**config.mk**
```make
export PLATFORM = sky130hd
export DESIGN_NAME = waterfall_log_emitter
export DESIGN_NICKNAME = d
export VERILOG_FILES = /design/src/rtl/waterfall_log_emitter.sv
export SDC_FILE = /design/constraint.sdc
export NUM_CORES = 1
export LEC_CHECK = 0
export CELL_PAD_IN_SITES_DETAIL_PLACEMENT = 1
export CELL_PAD_IN_SITES_GLOBAL_PLACEMENT = 1
export CORE_ASPECT_RATIO = 1.4
export CORE_MARGIN = 2
export CORE_UTILIZATION = 30
export DETAILED_ROUTE_END_ITERATION = 10
export PLACE_DENSITY_LB_ADDON = 0.2
export SETUP_SLACK_MARGIN = 0.3
export SLEW_MARGIN = 25
export SYNTH_ARGS = -nofsm -noshare
export SYNTH_HDL_FRONTEND = slang
export SYNTH_SLANG_ARGS = --single-unit
```
**constraint.sdc**
```tcl
create_clock -name clk -period 5.9 [get_ports clk]
set_input_delay 0.885 -clock clk [delete_from_list [all_inputs] [get_ports clk]]
set_output_delay 0.885 -clock clk [all_outputs]
set_load 0.05 [all_outputs]
```
**src/rtl/waterfall_log_emitter.sv**
```systemverilog
// waterfall_log_emitter: trims, decimates and log-compresses FFT bins into 8-bit waterfall rows.
// Optional WFALL_TEST_PATTERN_EN adds test_mode, replacing row data with bin_idx[8:1].
module waterfall_log_emitter #(
    parameter int DATA_W    = 16,
    parameter int NBINS     = 512,
    parameter int DECIM     = 1,
    parameter int LOG_FLOOR = 16,
    parameter int LOG_SHIFT = 1
) (
    input  logic                     clk,
    input  logic                     rst,
    input  logic signed [DATA_W-1:0] fft_re,
    input  logic signed [DATA_W-1:0] fft_im,
    input  logic                     fft_valid,
    input  logic                     fft_last,
`ifdef WFALL_TEST_PATTERN_EN
    input  logic                     test_mode,
`endif
    output logic [7:0]               log_data,
    output logic                     log_valid,
    output logic                     log_last
);
    localparam int BW = $clog2(NBINS);
    localparam int FW = DECIM > 1 ? $clog2(DECIM) : 1;
    localparam int EW = $clog2(DATA_W + 1);
    localparam int CW = EW + 3;

    typedef enum logic [1:0] {EMIT, DROP, SKIP} state_t;

    state_t            r_state, w_state_n;
    logic [BW-1:0]     r_bin_idx, w_bin_idx_n;
    logic [FW-1:0]     r_frame_cnt, w_frame_cnt_n, w_fc_inc;
    logic              w_accept, w_last;

    logic              r_s1_v, r_s1_last, r_s2_v, r_s2_last, r_s3_v, r_s3_last;
    logic [DATA_W-1:0] r_s1_a, r_s1_b, w_a, w_b, w_mx, w_mn;
    logic [DATA_W:0]   r_s2_mag, w_mag;
    logic [EW-1:0]     w_e;
    logic [DATA_W+3:0] w_sh;
    logic [CW-1:0]     r_s3_code, w_code;
    logic [31:0]       w_diff, w_scl;
    logic [7:0]        w_log, w_out;

`ifdef WFALL_TEST_PATTERN_EN
    logic       r_tm, w_tm;
    logic [8:0] r_s1_tp, r_s2_tp, r_s3_tp;
    assign w_tm  = r_bin_idx == '0 ? test_mode : r_tm;
    assign w_out = r_s3_tp[8] ? r_s3_tp[7:0] : w_log;
`else
    assign w_out = w_log;
`endif

    always_comb begin
        w_fc_inc      = r_frame_cnt == FW'(DECIM - 1) ? '0 : r_frame_cnt + 1'b1;
        w_accept      = fft_valid && r_state == EMIT;
        w_last        = fft_last || r_bin_idx == BW'(NBINS - 1);
        w_state_n     = r_state;
        w_bin_idx_n   = r_bin_idx;
        w_frame_cnt_n = r_frame_cnt;
        if (fft_valid && fft_last) begin
            w_bin_idx_n   = '0;
            w_frame_cnt_n = w_fc_inc;
            w_state_n     = w_fc_inc == '0 ? EMIT : SKIP;
        end else if (w_accept) begin
            w_bin_idx_n = r_bin_idx + 1'b1;
            w_state_n   = r_bin_idx == BW'(NBINS - 1) ? DROP : EMIT;
        end
    end

    // alpha-max-plus-beta-min magnitude, then leading-one exponent with a 3-bit mantissa
    always_comb begin
        w_a  = fft_re[DATA_W-1] ? -fft_re : fft_re;
        w_b  = fft_im[DATA_W-1] ? -fft_im : fft_im;
        w_mx = r_s1_a >= r_s1_b ? r_s1_a : r_s1_b;
        w_mn = r_s1_a >= r_s1_b ? r_s1_b : r_s1_a;
        w_mag = (DATA_W+1)'(w_mx) + (DATA_W+1)'(w_mn >> 2) + (DATA_W+1)'(w_mn >> 3);
        w_e  = '0;
        for (int i = 0; i <= DATA_W; i++)
            if (r_s2_mag[i]) w_e = EW'(i);
        w_sh   = {r_s2_mag, 3'b000} >> w_e;
        w_code = r_s2_mag == '0 ? '0 : {w_e, w_sh[2:0]};
        w_diff = 32'(r_s3_code) - 32'(LOG_FLOOR);
        w_scl  = w_diff << LOG_SHIFT;
        w_log  = 32'(r_s3_code) <= 32'(LOG_FLOOR) ? 8'd0 : w_scl > 32'd255 ? 8'd255 : w_scl[7:0];
    end

    always_ff @(posedge clk or posedge rst) begin
        if (rst) begin
            r_state     <= EMIT;
            r_bin_idx   <= '0;
            r_frame_cnt <= '0;
            r_s1_v      <= 1'b0;
            r_s1_last   <= 1'b0;
            r_s1_a      <= '0;
            r_s1_b      <= '0;
            r_s2_v      <= 1'b0;
            r_s2_last   <= 1'b0;
            r_s2_mag    <= '0;
            r_s3_v      <= 1'b0;
            r_s3_last   <= 1'b0;
            r_s3_code   <= '0;
            log_data    <= '0;
            log_valid   <= 1'b0;
            log_last    <= 1'b0;
`ifdef WFALL_TEST_PATTERN_EN
            r_tm        <= 1'b0;
            r_s1_tp     <= '0;
            r_s2_tp     <= '0;
            r_s3_tp     <= '0;
`endif
        end else begin
            r_state     <= w_state_n;
            r_bin_idx   <= w_bin_idx_n;
            r_frame_cnt <= w_frame_cnt_n;
            r_s1_v      <= w_accept;
            r_s1_last   <= w_accept && w_last;
            r_s1_a      <= w_a;
            r_s1_b      <= w_b;
            r_s2_v      <= r_s1_v;
            r_s2_last   <= r_s1_last;
            r_s2_mag    <= w_mag;
            r_s3_v      <= r_s2_v;
            r_s3_last   <= r_s2_last;
            r_s3_code   <= w_code;
            log_valid   <= r_s3_v;
            log_last    <= r_s3_v && r_s3_last;
            if (r_s3_v) log_data <= w_out;
`ifdef WFALL_TEST_PATTERN_EN
            if (w_accept && r_bin_idx == '0) r_tm <= test_mode;
            r_s1_tp     <= {w_tm, 8'(r_bin_idx >> 1)};
            r_s2_tp     <= r_s1_tp;
            r_s3_tp     <= r_s2_tp;
`endif
        end
    end
endmodule

```
## Yosys cells after proc, flatten, opt, wreduce, memory -nomap -nowiden

Cells that the tools add are included.

| operators by class | value |
|---|---|
| multiplexer cells | 30 |
| shifts and indexed selects | 1 |
| order comparisons | 3 |
| reductions and logical operators | 8 |
| add/subtract/negate cells | 7 |
| eq/ne operators | 1 |

Operators by type and width:

| operator | number |
|---|---|
| $mux W5 | 15 |
| $mux W16 | 4 |
| $gt A32 B8 Y1 const B | 1 |
| $neg A16 Y16 | 2 |
| $mux W8 | 3 |
| $shr A20 B5 Y3 | 1 |
| $mux W9 | 2 |
| $add A16 B14 Y17 | 1 |
| $add A17 B13 Y17 | 1 |
| $logic_not A17 Y1 | 1 |
| $ge A16 B16 Y1 | 1 |
| $add A9 B1 Y9 const B | 1 |
| $eq A9 B9 Y1 const B | 1 |
| $sub A8 B5 Y9 const B | 1 |
| $le A8 B5 Y1 const B | 1 |
| $mux W2 | 3 |
| $logic_and A1 B1 Y1 | 4 |
| $mux W1 | 3 |
| $logic_not A2 Y1 | 1 |
| $reduce_bool A2 Y1 | 1 |
| $add A1 B1 Y1 const B | 1 |
| $logic_or A1 B1 Y1 | 1 |

| word-level totals | value |
|---|---|
| register bits | 85 |
| input bits | 36 |
| output and inout bits | 10 |
| logic and storage cells | 66 |

## Longest topological paths before layout

Gate-level depths: netlist (run 1).

| logic depth | value |
|---|---|
| word-level depth | 18 |
| depth in mapped cells | 24 |
| mapped depth without buffers | 23 |

## Worst setup path before layout (run 1)

OpenSTA, ideal clock, no wires.

| path | value |
|---|---|
| path type | register to register |
| start | reg r_s1_b[7] |
| end | reg r_s2_mag[15] |
| arrival time | 4.498 ns |
| period minus slack after synthesis | 4.578 ns |
| setup time | 0.080 ns |
| data required time | 5.820 ns |
| buffers on the path | 2 |
| stages on the path, launching flop included | 22 |
| setup slack | 1.322 ns |
| cells stage by stage | dfrtp_1 inv_1 ha_1 o21ai_0 a211o_1 a21oi_1 o21ai_0 a21oi_1 buf_1 clkbuf_1 o21ai_0 fa_1 inv_1 fa_1 nor2b_1 o21ai_0 a21boi_0 o41ai_1 o21ai_0 o221ai_1 o21ai_0 xnor2_1 |

| on the way | value |
|---|---|
| cells in the longest elaborated chain, start to end | 4 |
| elaborated cells on any way between the ends | 5 |
| classes of those cells | add/sub: 2; order compare: 1; mux: 2 |

RTL lines:

| what | line | text |
|---|---|---|
| start: declaration | 36 | `logic [DATA_W-1:0] r_s1_a, r_s1_b, w_a, w_b, w_mx, w_mn;` |
| start signal: assignment | 118 | `r_s1_b <= w_b;` |
| $ge A16 B16 Y1 | 74, 75 |  |
| $mux W16 (on tied branches) | 74, 75 |  |
| $add A16 B14 Y17 | 76 | `w_mag = (DATA_W+1)'(w_mx) + (DATA_W+1)'(w_mn >> 2) + (DATA_W+1)'(w_mn >> 3);` |
| $add A17 B13 Y17 (*) | 76 |  |
| net w_mag[15] | 37 | `logic [DATA_W:0] r_s2_mag, w_mag;` |
| end signal: assignment | 121 | `r_s2_mag <= w_mag;` |
| end: declaration | 37 |  |

Mark *: on every way through the listed nets, which the timed path passes. The rest lies on a longest branch.
A chain may end at the register's enable or synchronous reset.

## Worst setup path after layout (run 1)

| path | value |
|---|---|
| start | reg r_s1_a[2] |
| end | reg r_s2_mag[15] |

| on the way | value |
|---|---|
| cells in the longest elaborated chain, start to end | 4 |
| elaborated cells on any way between the ends | 5 |
| classes of those cells | add/sub: 2; order compare: 1; mux: 2 |

RTL lines:

| what | line | text |
|---|---|---|
| start: declaration | 36 |  |
| start signal: assignment | 117 | `r_s1_a <= w_a;` |
| $ge A16 B16 Y1 | 74, 75 |  |
| $mux W16 (on tied branches) | 74, 75 |  |
| $add A16 B14 Y17 | 76 |  |
| $add A17 B13 Y17 (*) | 76 |  |
| net w_mag[15] | 37 |  |

Marked as above.

==> metrics, run 1 <==
EDFF count, synth=0; Tcrit/Tclk final=0.858; postcts setup bufs=0; Max-cap violations=0; Routability Congestion=slightly below 0.8; footprint of the multi-input gates=0.00312 mm2; initial antenna violation count=0; highest metal used=met4; worst skew pair latency=between 0.3 and 0.4 ns; Pre-Repair DR Iteration Count=4; Worst Path Buf+Inv=1; GRT Total Usage=0.139; Worst Tran Pin Value=roughly 0.92 ns; status=completed; total grt overflow=0; # fillers=about 2100; CTS sink count=between 80 and 90; Worst setup SP type=flip-flop; Cells after Synth=between 500 and 600; CTS tree=built; # hold bufs at CTS=0; worst-path cell chain=ha_1 -> nand2_1 -> o21ai_0 -> a41oi_1 -> a21oi_1 -> o21ai_0 -> a21oi_4 -> mux2_2 -> fa_1 -> inv_1 -> fa_1 -> nor2b_1 -> o21ai_0 -> a21boi_0 -> o41ai_1 -> o21ai_0 -> o221ai_1 -> o21ai_0 -> xnor2_1; FF+latch area=roughly 0.0021 mm2; first-pass GRT wire length=about 22000 um; DRC=0; LEAKAGE=around 0.0029 uW; ANT cells=0; placed instance area=roughly 0.0062 mm2; Root Driver=clkbuf_16; placed cells=approximately 850; Antenna Nets Post-Route=0; initial DRC count=a little over 80; Final Skew=0.00936 ns; unrepaired setup endpoints after global routing=false; maximum clock rate=about 200 MHz; die height=164 um; pin count of the biggest net entering global routing=57; Crit path largest cell delay=0.58 ns; area grow syn2layout=19.7%; total power draw=between 3000 and 4000 uW; ys async rst share=1.00; DR vias/cell=4.94; drt total wl=12900 um; Crit. End Element=flip-flop; met3 wire length=289 um; clk buf depth=2; CP required=between 6 and 7 ns; final net count=between 700 and 800; family with the most delay on the worst path=compound AO/OA/AOI/OAI gates; area share of the largest cell type after synthesis=0.380; register bit total from synthesis=83; syn_nets=669; post-route setup TNS=0 ns; die width=118 um; die area=about 0.019 mm2; Netlist cell types=60; Final setup viols=0; Avg Inst Size Synth=9.39 um2; Peak VDD IR=0.000190 V; mapped cell area=roughly 0.0055 mm2; slowest stage cell on the critical path=fa_1; dpl hpwl=just over 10000 um; vias in the first global route=4677; Ys Warns=0; post_cts resized=0; Crit Path Category=reg2reg; Max transition margin=0.381; most frequent cell after synthesis=dfrtp_1; worst hold slack=between 0.3 and 0.4 ns; htree depth=3; Num CTS Buffers=9; port bufs=between 40 and 50; clock slew at reported path FFs=~0.07 ns; Final Max Slew Viols=0; share of layout cells above drive strength 1=0.0790; core area=approximately 0.018 mm2; Power per Cell Area=between 400 and 500 mW/mm2; met2 routed WL=7590 um; Post-synth top cells=dfrtp_1 (83), inv_1 (57), o21ai_0 (55); HP Class=reg2reg; largest cells by area after synthesis=dfrtp_1 (38%), ha_1 (9.4%), xnor2_1 (5.8%), o21ai_0 (5.0%), inv_1 (3.9%); Ports=between 40 and 50; Final Cell Area=about 0.0065 mm2; Tmin final=5.06 ns; final hold vios=0; CP max FO=10; fin cells=slightly below 900; most used cell, CP=o21ai_0; crit path DAT=approximately 5.3 ns; post-synthesis sequential area ratio=0.380; setup slack, reg-to-reg=0.84 ns; wire per inst=roughly 15 um; Row Count=58; Primary FF master, synth=dfrtp_1; Synth area leader=dfrtp_1; Vias=approximately 4300; M1 WL=roughly 4800 um; initial core utilization=0.305
-- flip-flops by register name, indices dropped and copies added (netlist names), 8 cells and up --
signal	count
log_data	8
r_s2_mag	17
r_bin_idx	9
r_s1_a	16
r_s1_b	16
r_s3_code	8
-- final timing paths --
check                               start            to  cells after the start
worst max register to register  r_s1_a[2]  r_s2_mag[15]                     19
worst min register to register     r_s2_v        r_s3_v                      0
max in group asynchronous             rst     r_s1_a[3]                      3
worst max-delay path            r_s1_a[2]  r_s2_mag[15]                     19
min in group asynchronous             rst  r_bin_idx[5]                      2
worst min-delay path               r_s2_v        r_s3_v                      0
-- layer usage --
layer	GRT usage	up-vias
li1	-	2121
met1	0.130	2111
met2	0.296	63
met3	0.0226	15
met4	0.0438	0
met5	0	-
-- through the flow --
stage | worst slack (ns) | utilization
6_report | 0.837 | 0.365
5_1_grt | 0.338 | 0.365
4_1_cts | 0.674 | 0.363
3_5_place_dp | 0.725 | 0.345
3_3_place_gp | 0.863 | 0.345
2_1_floorplan | 1.32 | -
-- report_power, final --
group / switching [uW] / leakage (uW) / internal (uW)
registers: 132 / 0.00101 / 711
logic: 917 / 0.00172 / 768
clock network: 241 / 0.000164 / 387
total: 1290 / 0.00288 / 1870
-- kinds of logic (layout without fill, tap and decap cells) --
kind of cell | after synthesis | after routing | synth area share
AND/OR/NAND/NOR | 151 | 151 | 0.133
AO/OA/AOI/OAI | 147 | 147 | 0.172
flip-flops | 83 | 83 | 0.380
buffers and inverters | 74 | 125 | 0.0517
adder cells (fa/ha/maj) | 51 | 51 | 0.130
XOR/XNOR | 46 | 46 | 0.0737
multiplexers | 30 | 30 | 0.0591
-- final cells by class --
class | instances | share of cell area
clock buffers | 10 | 0.0365
well taps | 240 | 0.0459
multi-input cells | 425 | 0.476
repair buffers | 51 | 0.0757
clock inverters | 6 | 0.0145
flip-flops and latches | 83 | 0.317
inverters | 58 | 0.0335
-- cell usage in the layout, fill, tap and decap left out, drive strengths merged, types with 7 or more instances in the layout --
cell,Yosys,routed
clkbuf,12,10
a21oi,32,32
nor2,38,38
mux2i,15,15
or3,7,7
xor2,10,10
inv,58,59
ha,41,41
fa,10,10
o21ai,55,55
nor4,7,7
nand2,49,49
xnor2,36,36
dfrtp,83,83
clkdlybuf4s50,0,45
nor3,9,9
mux2,15,15
nor2b,10,10
o31ai,10,10
No activity file was read; power rests on OpenSTA's default activity.
==> run 2: changes to the inputs <==
- SKIP_CTS_REPAIR_TIMING: not set -> 1
- SLEW_MARGIN: 25 -> 20
==> results of run 2 <==
No change in the layout: final DEF, timing and power equal those of run 1.
